[config.mk]
export PLATFORM = sky130hd
export DESIGN_NAME = hazard_stall_ctrl_flat
export DESIGN_NICKNAME = d
export VERILOG_FILES = /design/src/rtl/hazard_stall_ctrl_if.sv /design/src/rtl/hazard_stall_ctrl.sv /design/src/flat_wrapper.sv
export SDC_FILE = /design/constraint.sdc
export NUM_CORES = 1
export LEC_CHECK = 0
export CAP_MARGIN = 20
export CORE_MARGIN = 2
export CORE_UTILIZATION = 25
export DETAILED_ROUTE_END_ITERATION = 12
export PLACE_DENSITY = 0.57
export SLEW_MARGIN = 5
export SYNTH_ARGS = -nofsm -noshare
export SYNTH_HDL_FRONTEND = slang
export SYNTH_SLANG_ARGS = --single-unit
[constraint.sdc]
create_clock -name clk -period 3.85 [get_ports clk]
set_clock_uncertainty 0.15 [all_clocks]
set_input_delay 0.77 -clock clk [delete_from_list [all_inputs] [get_ports clk]]
set_output_delay 0.77 -clock clk [all_outputs]
set_load 0.1 [all_outputs]
[src/rtl/hazard_stall_ctrl_if.sv]
// Signal bundle between the pipeline datapath and the hazard/stall controller.
// The datapath side drives hazard information and consumes the register controls.
interface hazard_stall_ctrl_if #(
    parameter int CNT_W = 16
);
    logic [4:0]       RegRs_ID;
    logic [4:0]       RegRt_ID;
    logic             UsesRt_ID;
    logic             MfHiLo_ID;
    logic [4:0]       RegRt_EX;
    logic             MemRd_EX;
    logic             MdStart_EX;
    logic             BrTaken_EX;
    logic             DmemReq_MEM;
    logic             DmemRdy;

    logic             PcEn;
    logic             IfIdEn;
    logic             IfIdFlush;
    logic             IdExEn;
    logic             IdExFlush;
    logic             ExMemEn;
    logic             MdBusy;
    logic [CNT_W-1:0] StallCnt;

    modport master (
        output RegRs_ID, RegRt_ID, UsesRt_ID, MfHiLo_ID, RegRt_EX, MemRd_EX,
               MdStart_EX, BrTaken_EX, DmemReq_MEM, DmemRdy,
        input  PcEn, IfIdEn, IfIdFlush, IdExEn, IdExFlush, ExMemEn, MdBusy, StallCnt
    );

    modport slave (
        input  RegRs_ID, RegRt_ID, UsesRt_ID, MfHiLo_ID, RegRt_EX, MemRd_EX,
               MdStart_EX, BrTaken_EX, DmemReq_MEM, DmemRdy,
        output PcEn, IfIdEn, IfIdFlush, IdExEn, IdExFlush, ExMemEn, MdBusy, StallCnt
    );
endinterface

[src/rtl/hazard_stall_ctrl.sv]
// Pipeline sequencing controller: resolves memory-wait, redirect, HI/LO-behind-mult/div
// and load-use hazards into PC / pipeline-register enables and flushes.
module hazard_stall_ctrl #(
    parameter int MD_LAT = 32,
    parameter int CNT_W  = 16
) (
    input  logic                 clk,
    input  logic                 rstb,
    hazard_stall_ctrl_if.slave   bus
);

    typedef enum logic [1:0] {
        ACT_RUN,
        ACT_FREEZE,
        ACT_FLUSH,
        ACT_BUBBLE
    } action_e;

    localparam logic [5:0] MD_RELOAD = 6'(MD_LAT - 1);

    logic [5:0]       mdCnt_q, mdCnt_d;
    logic             mdBusy_q;
    logic [CNT_W-1:0] stallCnt_q, stallCnt_d;

    logic    memWait, redirect, hiLoWait, loadUse;
    action_e action;
    logic    pcEn, ifIdEn, ifIdFlush, idExEn, idExFlush, exMemEn;

    // Hazard detection; $0 is hardwired zero so a load into it never creates a dependency.
    always_comb begin
        memWait  = bus.DmemReq_MEM & ~bus.DmemRdy;
        redirect = bus.BrTaken_EX;
        hiLoWait = bus.MfHiLo_ID & (mdCnt_q != 6'd0);
        loadUse  = bus.MemRd_EX & (bus.RegRt_EX != 5'd0) &
                   ((bus.RegRt_EX == bus.RegRs_ID) |
                    (bus.UsesRt_ID & (bus.RegRt_EX == bus.RegRt_ID)));
    end

    // Strict priority: a frozen pipe beats everything, and a redirect squashes the
    // ID instruction so any stall it would have caused is moot.
    always_comb begin
        action = ACT_RUN;
        if (memWait) begin
            action = ACT_FREEZE;
        end else if (redirect) begin
            action = ACT_FLUSH;
        end else if (hiLoWait | loadUse) begin
            action = ACT_BUBBLE;
        end
    end

    always_comb begin
        pcEn      = 1'b1;
        ifIdEn    = 1'b1;
        ifIdFlush = 1'b0;
        idExEn    = 1'b1;
        idExFlush = 1'b0;
        exMemEn   = 1'b1;
        unique case (action)
            ACT_FREEZE: begin
                pcEn    = 1'b0;
                ifIdEn  = 1'b0;
                idExEn  = 1'b0;
                exMemEn = 1'b0;
            end
            ACT_FLUSH: begin
                ifIdFlush = 1'b1;
                idExFlush = 1'b1;
            end
            ACT_BUBBLE: begin
                pcEn      = 1'b0;
                ifIdEn    = 1'b0;
                idExFlush = 1'b1;
            end
            default: begin
            end
        endcase
    end

    // While reset is held the pipe must load NOPs and never advance.
    always_comb begin
        bus.PcEn      = pcEn      & rstb;
        bus.IfIdEn    = ifIdEn    & rstb;
        bus.IfIdFlush = ifIdFlush | ~rstb;
        bus.IdExEn    = idExEn    & rstb;
        bus.IdExFlush = idExFlush | ~rstb;
        bus.ExMemEn   = exMemEn   & rstb;
        bus.MdBusy    = mdBusy_q;
        bus.StallCnt  = stallCnt_q;
    end

    always_comb begin
        mdCnt_d = mdCnt_q;
        if (!memWait) begin
            if (bus.MdStart_EX) begin
                mdCnt_d = MD_RELOAD;
            end else if (mdCnt_q != 6'd0) begin
                mdCnt_d = mdCnt_q - 6'd1;
            end
        end
    end

    always_comb begin
        stallCnt_d = stallCnt_q;
        if (!pcEn && (stallCnt_q != {CNT_W{1'b1}})) begin
            stallCnt_d = stallCnt_q + CNT_W'(1);
        end
    end

    // MdBusy is registered from the next count so it tracks mdCnt_q exactly.
    always_ff @(posedge clk or negedge rstb) begin
        if (!rstb) begin
            mdCnt_q    <= 6'd0;
            mdBusy_q   <= 1'b0;
            stallCnt_q <= '0;
        end else begin
            mdCnt_q    <= mdCnt_d;
            mdBusy_q   <= (mdCnt_d != 6'd0);
            stallCnt_q <= stallCnt_d;
        end
    end

endmodule

[src/flat_wrapper.sv]
// flat-port wrapper written by rule: the top's interface ports become plain ports
module hazard_stall_ctrl_flat 
#(
    parameter int MD_LAT = 32,
    parameter int CNT_W  = 16
)
  (clk, rstb, bus_RegRs_ID, bus_RegRt_ID, bus_UsesRt_ID, bus_MfHiLo_ID, bus_RegRt_EX, bus_MemRd_EX, bus_MdStart_EX, bus_BrTaken_EX, bus_DmemReq_MEM, bus_DmemRdy, bus_PcEn, bus_IfIdEn, bus_IfIdFlush, bus_IdExEn, bus_IdExFlush, bus_ExMemEn, bus_MdBusy, bus_StallCnt);
  hazard_stall_ctrl_if #(.CNT_W(CNT_W)) bus_i ();
  input  logic clk;
  input  logic rstb;
  input wire logic [$bits(bus_i.RegRs_ID)-1:0] bus_RegRs_ID;
  input wire logic [$bits(bus_i.RegRt_ID)-1:0] bus_RegRt_ID;
  input wire logic [$bits(bus_i.UsesRt_ID)-1:0] bus_UsesRt_ID;
  input wire logic [$bits(bus_i.MfHiLo_ID)-1:0] bus_MfHiLo_ID;
  input wire logic [$bits(bus_i.RegRt_EX)-1:0] bus_RegRt_EX;
  input wire logic [$bits(bus_i.MemRd_EX)-1:0] bus_MemRd_EX;
  input wire logic [$bits(bus_i.MdStart_EX)-1:0] bus_MdStart_EX;
  input wire logic [$bits(bus_i.BrTaken_EX)-1:0] bus_BrTaken_EX;
  input wire logic [$bits(bus_i.DmemReq_MEM)-1:0] bus_DmemReq_MEM;
  input wire logic [$bits(bus_i.DmemRdy)-1:0] bus_DmemRdy;
  output wire logic [$bits(bus_i.PcEn)-1:0] bus_PcEn;
  output wire logic [$bits(bus_i.IfIdEn)-1:0] bus_IfIdEn;
  output wire logic [$bits(bus_i.IfIdFlush)-1:0] bus_IfIdFlush;
  output wire logic [$bits(bus_i.IdExEn)-1:0] bus_IdExEn;
  output wire logic [$bits(bus_i.IdExFlush)-1:0] bus_IdExFlush;
  output wire logic [$bits(bus_i.ExMemEn)-1:0] bus_ExMemEn;
  output wire logic [$bits(bus_i.MdBusy)-1:0] bus_MdBusy;
  output wire logic [$bits(bus_i.StallCnt)-1:0] bus_StallCnt;
  assign bus_i.RegRs_ID = bus_RegRs_ID;
  assign bus_i.RegRt_ID = bus_RegRt_ID;
  assign bus_i.UsesRt_ID = bus_UsesRt_ID;
  assign bus_i.MfHiLo_ID = bus_MfHiLo_ID;
  assign bus_i.RegRt_EX = bus_RegRt_EX;
  assign bus_i.MemRd_EX = bus_MemRd_EX;
  assign bus_i.MdStart_EX = bus_MdStart_EX;
  assign bus_i.BrTaken_EX = bus_BrTaken_EX;
  assign bus_i.DmemReq_MEM = bus_DmemReq_MEM;
  assign bus_i.DmemRdy = bus_DmemRdy;
  assign bus_PcEn = bus_i.PcEn;
  assign bus_IfIdEn = bus_i.IfIdEn;
  assign bus_IfIdFlush = bus_i.IfIdFlush;
  assign bus_IdExEn = bus_i.IdExEn;
  assign bus_IdExFlush = bus_i.IdExFlush;
  assign bus_ExMemEn = bus_i.ExMemEn;
  assign bus_MdBusy = bus_i.MdBusy;
  assign bus_StallCnt = bus_i.StallCnt;
  hazard_stall_ctrl #(.MD_LAT(MD_LAT), .CNT_W(CNT_W)) u_core (.clk(clk), .rstb(rstb), .bus(bus_i));
endmodule
Yosys cells after proc, flatten, opt, wreduce, memory -nomap -nowiden
Index checks and enable logic that the tools add are counted.
{"block": "word_totals", "elab_cells": 40, "inputBits": 24, "ff_bits": 23}
{"block": "op_classes", "bitwise_logic": 13, "reduce_logical": 6, "n_eq_ne": 6, "muxes": 10, "addsub": 2}
{"cell": "$mux 6", "n": 3}
{"cell": "$add 16x1->16 const B", "n": 1}
{"cell": "$ne 16x16->1 const B", "n": 1}
{"cell": "$reduce_bool 6->1", "n": 2}
{"cell": "$eq 5x5->1", "n": 2}
{"cell": "$and 1x1->1", "n": 7}
{"cell": "$mux 2", "n": 3}
{"cell": "$sub 6x1->6 const B", "n": 1}
{"cell": "$reduce_bool 5->1", "n": 1}
{"cell": "$eq 2x2->1 const B", "n": 2}
{"cell": "$mux 1", "n": 4}
{"cell": "$or 1x1->1", "n": 4}
{"cell": "$reduce_or 2->1", "n": 2}
{"cell": "$eq 2x1->1 const B", "n": 1}
{"cell": "$not 1->1", "n": 2}
{"cell": "$logic_and 1x1->1", "n": 1}

Logic depth before layout (Yosys ltp)
Gate-level depths: netlist (run 1).
{"block": "logic_depth", "word_depth": 12, "ltp_mapped": 8, "ltp_nobuf": 7}

Worst setup path after synthesis (run 1)
No wires, ideal clock.
{"block": "synth_path", "path_type": "in2out", "from": "input port bus_DmemRdy", "to": "output port bus_PcEn", "setup_slack_ns": -0.951, "path_stages": 4, "path_buffers": 1, "arrival_ns": 3.881, "required_time_ns": 2.930, "path_cell_list": "nand2b_1 > and2_1 > a21boi_1 > buf_4"}
{"block": "synth_via", "elab_chain_cells": 7, "word_cells_on_any_way": 8}
{"element": "start: declaration", "line": "flat_wrapper.sv:20", "text": "input wire logic [$bits(bus_i.DmemRdy)-1:0] bus_DmemRdy;"}
{"element": "$not 1->1 (*)", "line": "hazard_stall_ctrl.sv:31", "text": "memWait = bus.DmemReq_MEM & ~bus.DmemRdy;"}
{"element": "$and 1x1->1 (*)", "line": "hazard_stall_ctrl.sv:31"}
{"element": "$mux 2 (*)", "line": "hazard_stall_ctrl.sv:43", "text": "if (memWait) begin"}
{"element": "$eq 2x2->1 or $eq 2x1->1 (tied branches)"}
{"element": "$reduce_or 2->1 (no source line) (*)"}
{"element": "$mux 1 (*)"}
{"element": "$and 1x1->1 (*)"}
{"element": "end: declaration", "line": "flat_wrapper.sv:21", "text": "output wire logic [$bits(bus_i.PcEn)-1:0] bus_PcEn;"}
Every way passes the cells marked *; elsewhere a longest branch is shown, timed or not.

Worst setup path in the final report (run 1)
{"block": "layout_path", "from": "input port bus_RegRt_EX[1]", "to": "output port bus_IdExFlush"}
{"block": "layout_via", "elab_chain_cells": 12, "word_cells_on_any_way": 16}
{"element": "start: declaration", "line": "flat_wrapper.sv:15", "text": "input wire logic [$bits(bus_i.RegRt_EX)-1:0] bus_RegRt_EX;"}
{"element": "$eq 5x5->1", "line": "hazard_stall_ctrl.sv:36", "text": "(bus.UsesRt_ID & (bus.RegRt_EX == bus.RegRt_ID)));"}
{"element": "$and 1x1->1", "line": "hazard_stall_ctrl.sv:36"}
{"element": "$or 1x1->1", "line": "hazard_stall_ctrl.sv:35", "text": "((bus.RegRt_EX == bus.RegRs_ID) |"}
{"element": "$and 1x1->1 (*)", "line": "hazard_stall_ctrl.sv:34", "text": "loadUse = bus.MemRd_EX & (bus.RegRt_EX != 5'd0) &"}
{"element": "$or 1x1->1 (*)", "line": "hazard_stall_ctrl.sv:47", "text": "end else if (hiLoWait | loadUse) begin"}
{"element": "$mux 2 (*)", "line": "hazard_stall_ctrl.sv:47"}
{"element": "$mux 2 (*)", "line": "hazard_stall_ctrl.sv:45", "text": "end else if (redirect) begin"}
{"element": "$mux 2 (*)", "line": "hazard_stall_ctrl.sv:43"}
{"element": "$eq 2x2->1", "line": "hazard_stall_ctrl.sv:59", "text": "unique case (action)"}
{"element": "$reduce_or 2->1 (no source line) (*)"}
{"element": "$mux 1 (*)", "line": "hazard_stall_ctrl.sv:59"}
{"element": "$or 1x1->1 (*)", "line": "hazard_stall_ctrl.sv:86", "text": "bus.IdExFlush = idExFlush | ~rstb;"}
{"element": "end: declaration", "line": "flat_wrapper.sv:25", "text": "output wire logic [$bits(bus_i.IdExFlush)-1:0] bus_IdExFlush;"}
Marked as above.

==> results.py, run 1 <==
metrics = {
    "place": {
        "gp_congestion": 0.805,
        "dpl.hpwl_mm": 2.50,
        "port_buffers": 46,
        "place_area_um2": 2000,
    },
    "clock_tree": {
        "clock-sinks": 23,
        "numCtsBuffers": 3,
        "cts_tree": "yes",
        "htreeDepth": 1,
        "cts-resized-gates": 0,
        "worstSkewPairLatency_ns": 0.26,
        "cts_buffer_depth": 2,
        "cts_setup_buffers": 0,
        "path_clk_slew_ns": 0.08,
        "cts_hold_buf": 0,
        "cts_root_buf": "clkbuf_8",
    },
    "timing": {
        "worst_hold_slack_ns": 0.348,
        "worst_pin_slew_ns": 0.978,
        "tns_ns": 0,
        "fmax_mhz": 286,
        "post-route-period-util_pct": 90.8,
        "rsz0062_at_grt": "false",
        "slew_viol_final": 0,
        "fin_crit_ns": 3.50,
        "finalHoldViolations": 0,
        "setup_viol": 0,
        "max_slew_margin_pct": 34.6,
    },
    "grt": {
        "grt_usage_pct": 10.8,
        "grt_pass1_wl_mm": 5.36,
        "grt_max_degree": 26,
        "grt_pass1_vias": 1145,
        "antenna_found_initial": 0,
        "overflow": 0,
    },
    "floorplan": {
        "coreArea_um2": 5440,
        "die_area_um2": 6150,
        "die_w_um": 78.4,
        "rows": 27,
        "initial_core_util_pct": 25.5,
        "pin_count": 47,
        "fp.dieH_um": 78.4,
    },
    "pwr": {
        "max-vdd-ir-drop_mv": 0.477,
        "p_per_area_nw_per_um2": 480,
        "leakagePower_uw": 0.000845,
    },
    "critical_path": {
        "critical_path_arrival_ns": 2.58,
        "slowest_delay_ns": 0.48,
        "cpMostUsedCell": "o21ai_1",
        "criticalPathCategory": "primary input to output pin",
        "crit_chain": "clkdlybuf4s50_1 > xor2_1 > nor4_1 > a32oi_1 > o21ai_1 > o21ai_1 > nand2_1 > buf_12",
        "start_kind": "primary input",
        "slowest_stage": "clkdlybuf4s50_1",
        "critical_path.max_fanout": 3,
        "crit_required_ns": 2.93,
        "crit_path_end_kind": "output pin",
    },
    "cells_and_area": {
        "seq_area_um2": 576,
        "drive_gt1_share_pct": 8.90,
        "final_nets": 219,
        "nFillCells": 557,
        "multi_input_area_um2": 781,
        "diodes": 0,
        "finish.instance_area_um2": 2040,
        "final_core_util_pct": 37.5,
        "layout_common_cells": "clkdlybuf4s50_1, dfrtp_1, nand2_1, xor2_1, xnor2_1",
        "syn2layout_area_growth_pct": 47.4,
        "layout_commonest_cell": "clkdlybuf4s50_1",
    },
    "min_path": {
        "hold_class": "register to register",
    },
    "route": {
        "routedWlPerCell_um": 12.0,
        "vias_per_cell": 4.55,
        "drc": 0,
        "routed_wl_mm": 3.16,
        "dr.pass1.iters": 4,
        "routed-via-count": 1197,
        "dr.first_iter.drc_count": 78,
        "ant_nets": 0,
    },
    "job": {
        "cap_violations": 0,
    },
    "yosys": {
        "ys_top_cells_by_area": "dfrtp_1, xnor2_1, xor2_1",
        "synth_edf_count": 0,
        "syn_nets": 170,
        "synth_area_per_cell_um2": 9.69,
        "synth_area_um2": 1390,
        "ys_types": 34,
        "ys_warn_count": 0,
        "yosysSeqAreaShare_pct": 41.6,
        "ys_ff_latch": 23,
        "yosys.area.top_type": "dfrtp_1",
        "synth_ff_type": "dfrtp_1",
        "synth.top_cell.area_share_pct": 41.6,
        "async_flop_share_pct": 100,
        "synthCells": 143,
    },
    "status": {
        "status": "finished, final reports clean",
    },
}
==> path summary, 6_finish.rpt <==
path,startpoint,endpoint,slack [ns],cells after the start
max,bus_RegRt_EX[1],bus_IdExFlush,0.35,8
min,u_core.bus.StallCnt[8]$_DFFE_PN0P_,u_core.bus.StallCnt[8]$_DFFE_PN0P_,0.35,1
max reg2reg,u_core.bus.StallCnt[6]$_DFFE_PN0P_,u_core.bus.StallCnt[1]$_DFFE_PN0P_,1.45,6
min reg2reg,u_core.bus.StallCnt[8]$_DFFE_PN0P_,u_core.bus.StallCnt[8]$_DFFE_PN0P_,0.35,1
max in group asynchronous,rstb,u_core.bus.StallCnt[1]$_DFFE_PN0P_,2.46,2
min in group asynchronous,rstb,u_core.bus.StallCnt[13]$_DFFE_PN0P_,0.84,2
==> metrics by stage <==
step           std cells  power [µW]  setup WS (ns)
3_3_place_gp         259         842          0.365
5_1_grt              263        1030          0.195
4_1_cts              263         992          0.325
3_5_place_dp         259         842          0.331
2_1_floorplan        143         691       -0.00344
6_report             263         980          0.354
==> registers in the layout (all words and copies together) (netlist names) <==
name and cells:
u_core.bus.MdBusy 1, u_core.bus.StallCnt 16, u_core.mdCnt_q 6
==> area by class of cell <==
| type | instances | share of cell area (%) |
|---|---|---|
| Timing Repair Buffer | 48 | 26.2 |
| Inverter | 4 | 0.735 |
| Clock buffer | 4 | 2.21 |
| Tap cell | 72 | 4.41 |
| Sequential cell | 23 | 28.2 |
| Multi-Input combinational cell | 112 | 38.2 |
==> logic make-up after synthesis <==
family	Yosys count	synth area share, %
AND/OR/NAND/NOR	61	25.7
XOR/XNOR	24	15.2
flip-flops	23	41.6
AO/OA/AOI/OAI	22	10.3
buffers and inverters	8	2.89
adder cells (fa/ha/maj)	3	2.71
multiplexers	2	1.63
==> synthesized netlist by cell type, types with 2 or more instances <==
cell type	instances
a21oi_1	3
a31oi_1	2
a32oi_1	2
and2_1	2
and3_1	3
buf_2	2
buf_4	2
dfrtp_1	23
ha_1	3
inv_1	4
mux2_1	2
nand2_1	12
nand2b_1	4
nand3_1	11
nand4_1	5
nand4b_1	2
nor2_1	8
nor3b_1	3
o21ai_0	4
o21ai_1	7
or3_1	2
or4_1	3
xnor2_1	12
xor2_1	12
==> routing by layer <==
layer / vias to the layer above / part of all wire (%) / routed length [µm] / track usage [%]
li1: 603 / - / - / -
met1: 560 / 50 / 1580 / 15.9
met2: 32 / 45 / 1420 / 16.8
met3: 2 / 4.1 / 130 / 1.15
met4: 0 / 0.79 / 25 / 3.16
met5: - / 0 / 0 / 0
==> power breakdown <==
group | internal, µW | switching (µW)
clock network | 73.6 | 71.1
registers | 280 | 47.8
logic | 146 | 362
==> worst max-delay path: cells and delay by family <==
| family | cells | cell delay (ns) |
|---|---|---|
| buf+inv | 2 | 0.66 |
| compound gates | 3 | 0.56 |
| simple gates | 2 | 0.39 |
| xor+xnor | 1 | 0.19 |
Note: power is estimated with default switching activity, not from simulation.
==> run 2: changes to the inputs <==
- REMOVE_ABC_BUFFERS: not set -> 1
==> results.py, run 2 (synthesis gave the netlist of run 1 again) <==
metrics = {
    "timing": {
        "slew_viol_final": 0,
        "tns_ns": 0,
        "worst_hold_slack_ns": 0.344,
        "max_slew_margin_pct": 35.2,
        "finalHoldViolations": 0,
        "fmax_mhz": 277,
        "worst_pin_slew_ns": 0.969,
        "setup_viol": 0,
        "rsz0062_at_grt": "false",
        "fin_crit_ns": 3.61,
        "post-route-period-util_pct": 93.7,
    },
    "min_path": {
        "hp-start": "u_core.bus.StallCnt[8]$_DFFE_PN0P_",
        "hold_class": "register to register",
        "holdPathStages": 1,
        "hold_end": "u_core.bus.StallCnt[8]$_DFFE_PN0P_",
    },
    "cells_and_area": {
        "final_nets": 220,
        "diodes": 0,
        "largest_register_ffs": 16,
        "final_core_util_pct": 37.5,
        "drive_gt1_share_pct": 9.38,
        "instances_no_fill": 264,
        "nFillCells": 554,
        "syn2layout_area_growth_pct": 47.2,
        "layout_common_cells": "clkdlybuf4s50_1, dfrtp_1, nand2_1, xor2_1, xnor2_1",
        "layout_commonest_cell": "clkdlybuf4s50_1",
    },
    "critical_path": {
        "worst_r2r_endpoint": "u_core.bus.StallCnt[1]$_DFFE_PN0P_",
        "slowest_stage": "or4_1",
        "regToRegSetupSlack_ns": 1.45,
        "slowest_delay_ns": 0.55,
        "r2r_start": "u_core.bus.StallCnt[6]$_DFFE_PN0P_",
        "r2r_cells": 6,
        "criticalPathCategory": "primary input to output pin",
        "critical_path.max_fanout": 3,
        "crit_chain": "clkdlybuf4s50_1 > or4_1 > o21ai_1 > o21ai_1 > a21boi_1 > buf_12",
        "critical_path_arrival_ns": 2.69,
        "crit_path_end_kind": "output pin",
        "cpMostUsedCell": "o21ai_1",
        "crit_required_ns": 2.93,
        "start_kind": "primary input",
    },
    "route": {
        "ant_nets": 0,
        "routed-via-count": 1215,
        "routedWlPerCell_um": 12.3,
        "dr.first_iter.drc_count": 33,
        "dr.pass1.iters": 4,
        "vias_per_cell": 4.60,
        "routed_wl_mm": 3.24,
        "drc": 0,
    },
    "floorplan": {
        "pin_count": 47,
        "rows": 27,
        "die_area_um2": 6150,
        "coreArea_um2": 5440,
        "fp.dieH_um": 78.4,
        "die_w_um": 78.4,
        "initial_core_util_pct": 25.5,
    },
    "grt": {
        "grt_usage_pct": 11.1,
        "grt_pass1_wl_mm": 5.55,
        "overflow": 0,
        "grt_max_degree": 24,
        "grt_pass1_vias": 1197,
        "antenna_found_initial": 0,
    },
    "clock_tree": {
        "htreeDepth": 1,
        "cts_hold_buf": 0,
        "cts-resized-gates": 0,
        "cts_root_buf": "clkbuf_8",
        "cts_setup_buffers": 0,
        "cts_buffer_depth": 2,
        "numCtsBuffers": 3,
        "path_clk_slew_ns": 0.09,
        "cts_tree": "yes",
        "clock-sinks": 23,
        "worstSkewPairLatency_ns": 0.27,
    },
    "place": {
        "dpl.hpwl_mm": 2.53,
        "numPlacedInstances": 260,
        "gp_congestion": 0.784,
        "port_buffers": 46,
    },
    "pwr": {
        "max-vdd-ir-drop_mv": 0.922,
        "leakagePower_uw": 0.000848,
        "power_uw": 986,
        "p_per_area_nw_per_um2": 484,
    },
    "job": {
        "cap_violations": 0,
    },
    "status": {
        "status": "finished, final reports clean",
    },
}
run 2: where the power goes:
group          total (µW)  internal [µW]  leakage (µW)  switching [µW]
clock                 154           72.4     0.0000255            81.4
sequential            327            280      0.000279            47.5
combinational         505            146      0.000544             360
total                 986            498      0.000848             489
run 2: through the flow:
step	setup WS, ns	area (µm²)
after floorplan	-2.45	1360
after global placement	0.282	1990
after detailed placement	0.239	1990
after CTS	0.235	2040
after global routing	0.138	2040
final	0.242	2040
run 2: worst max-delay path, delay by kind of cell:
kind	cells	cell delay [ns]
AND/OR/NAND/NOR	1	0.55
AO/OA/AOI/OAI	3	0.66
buffers and inverters	2	0.70
run 2: cell type report:
| class | count | area [µm²] | area share (%) |
|---|---|---|---|
| multi-input combinational | 112 | 769 | 37.7 |
| sequential | 23 | 576 | 28.2 |
| timing repair buffer | 49 | 543 | 26.6 |
| inverter | 4 | 15.0 | 0.736 |
| clock inverter | 1 | 5.00 | 0.245 |
| clock buffer | 3 | 41.3 | 2.02 |
| tap | 72 | 90.1 | 4.42 |
run 2: routing by layer:
metal	up-vias	track usage (%)	part of all wire, %
met3	4	2.99	4.8
met2	27	17.5	47
met1	575	15.3	47
met4	0	2.63	1.1
li1	609	-	-
met5	-	0	0
run 2: how the worst max path moves through the flow:
stage               startpoint         end  slack (ns)  cells past startpoint
2_1_floorplan      bus_DmemRdy  bus_IfIdEn       -2.45                      3
3_3_place_gp   bus_RegRt_EX[0]    bus_PcEn        0.28                      6
3_5_place_dp   bus_RegRt_EX[0]    bus_PcEn        0.24                      6
4_1_cts        bus_RegRt_EX[0]    bus_PcEn        0.23                      6
5_1_grt        bus_RegRt_EX[0]  bus_IfIdEn        0.14                      6
6_report       bus_RegRt_EX[0]  bus_IfIdEn        0.24                      6
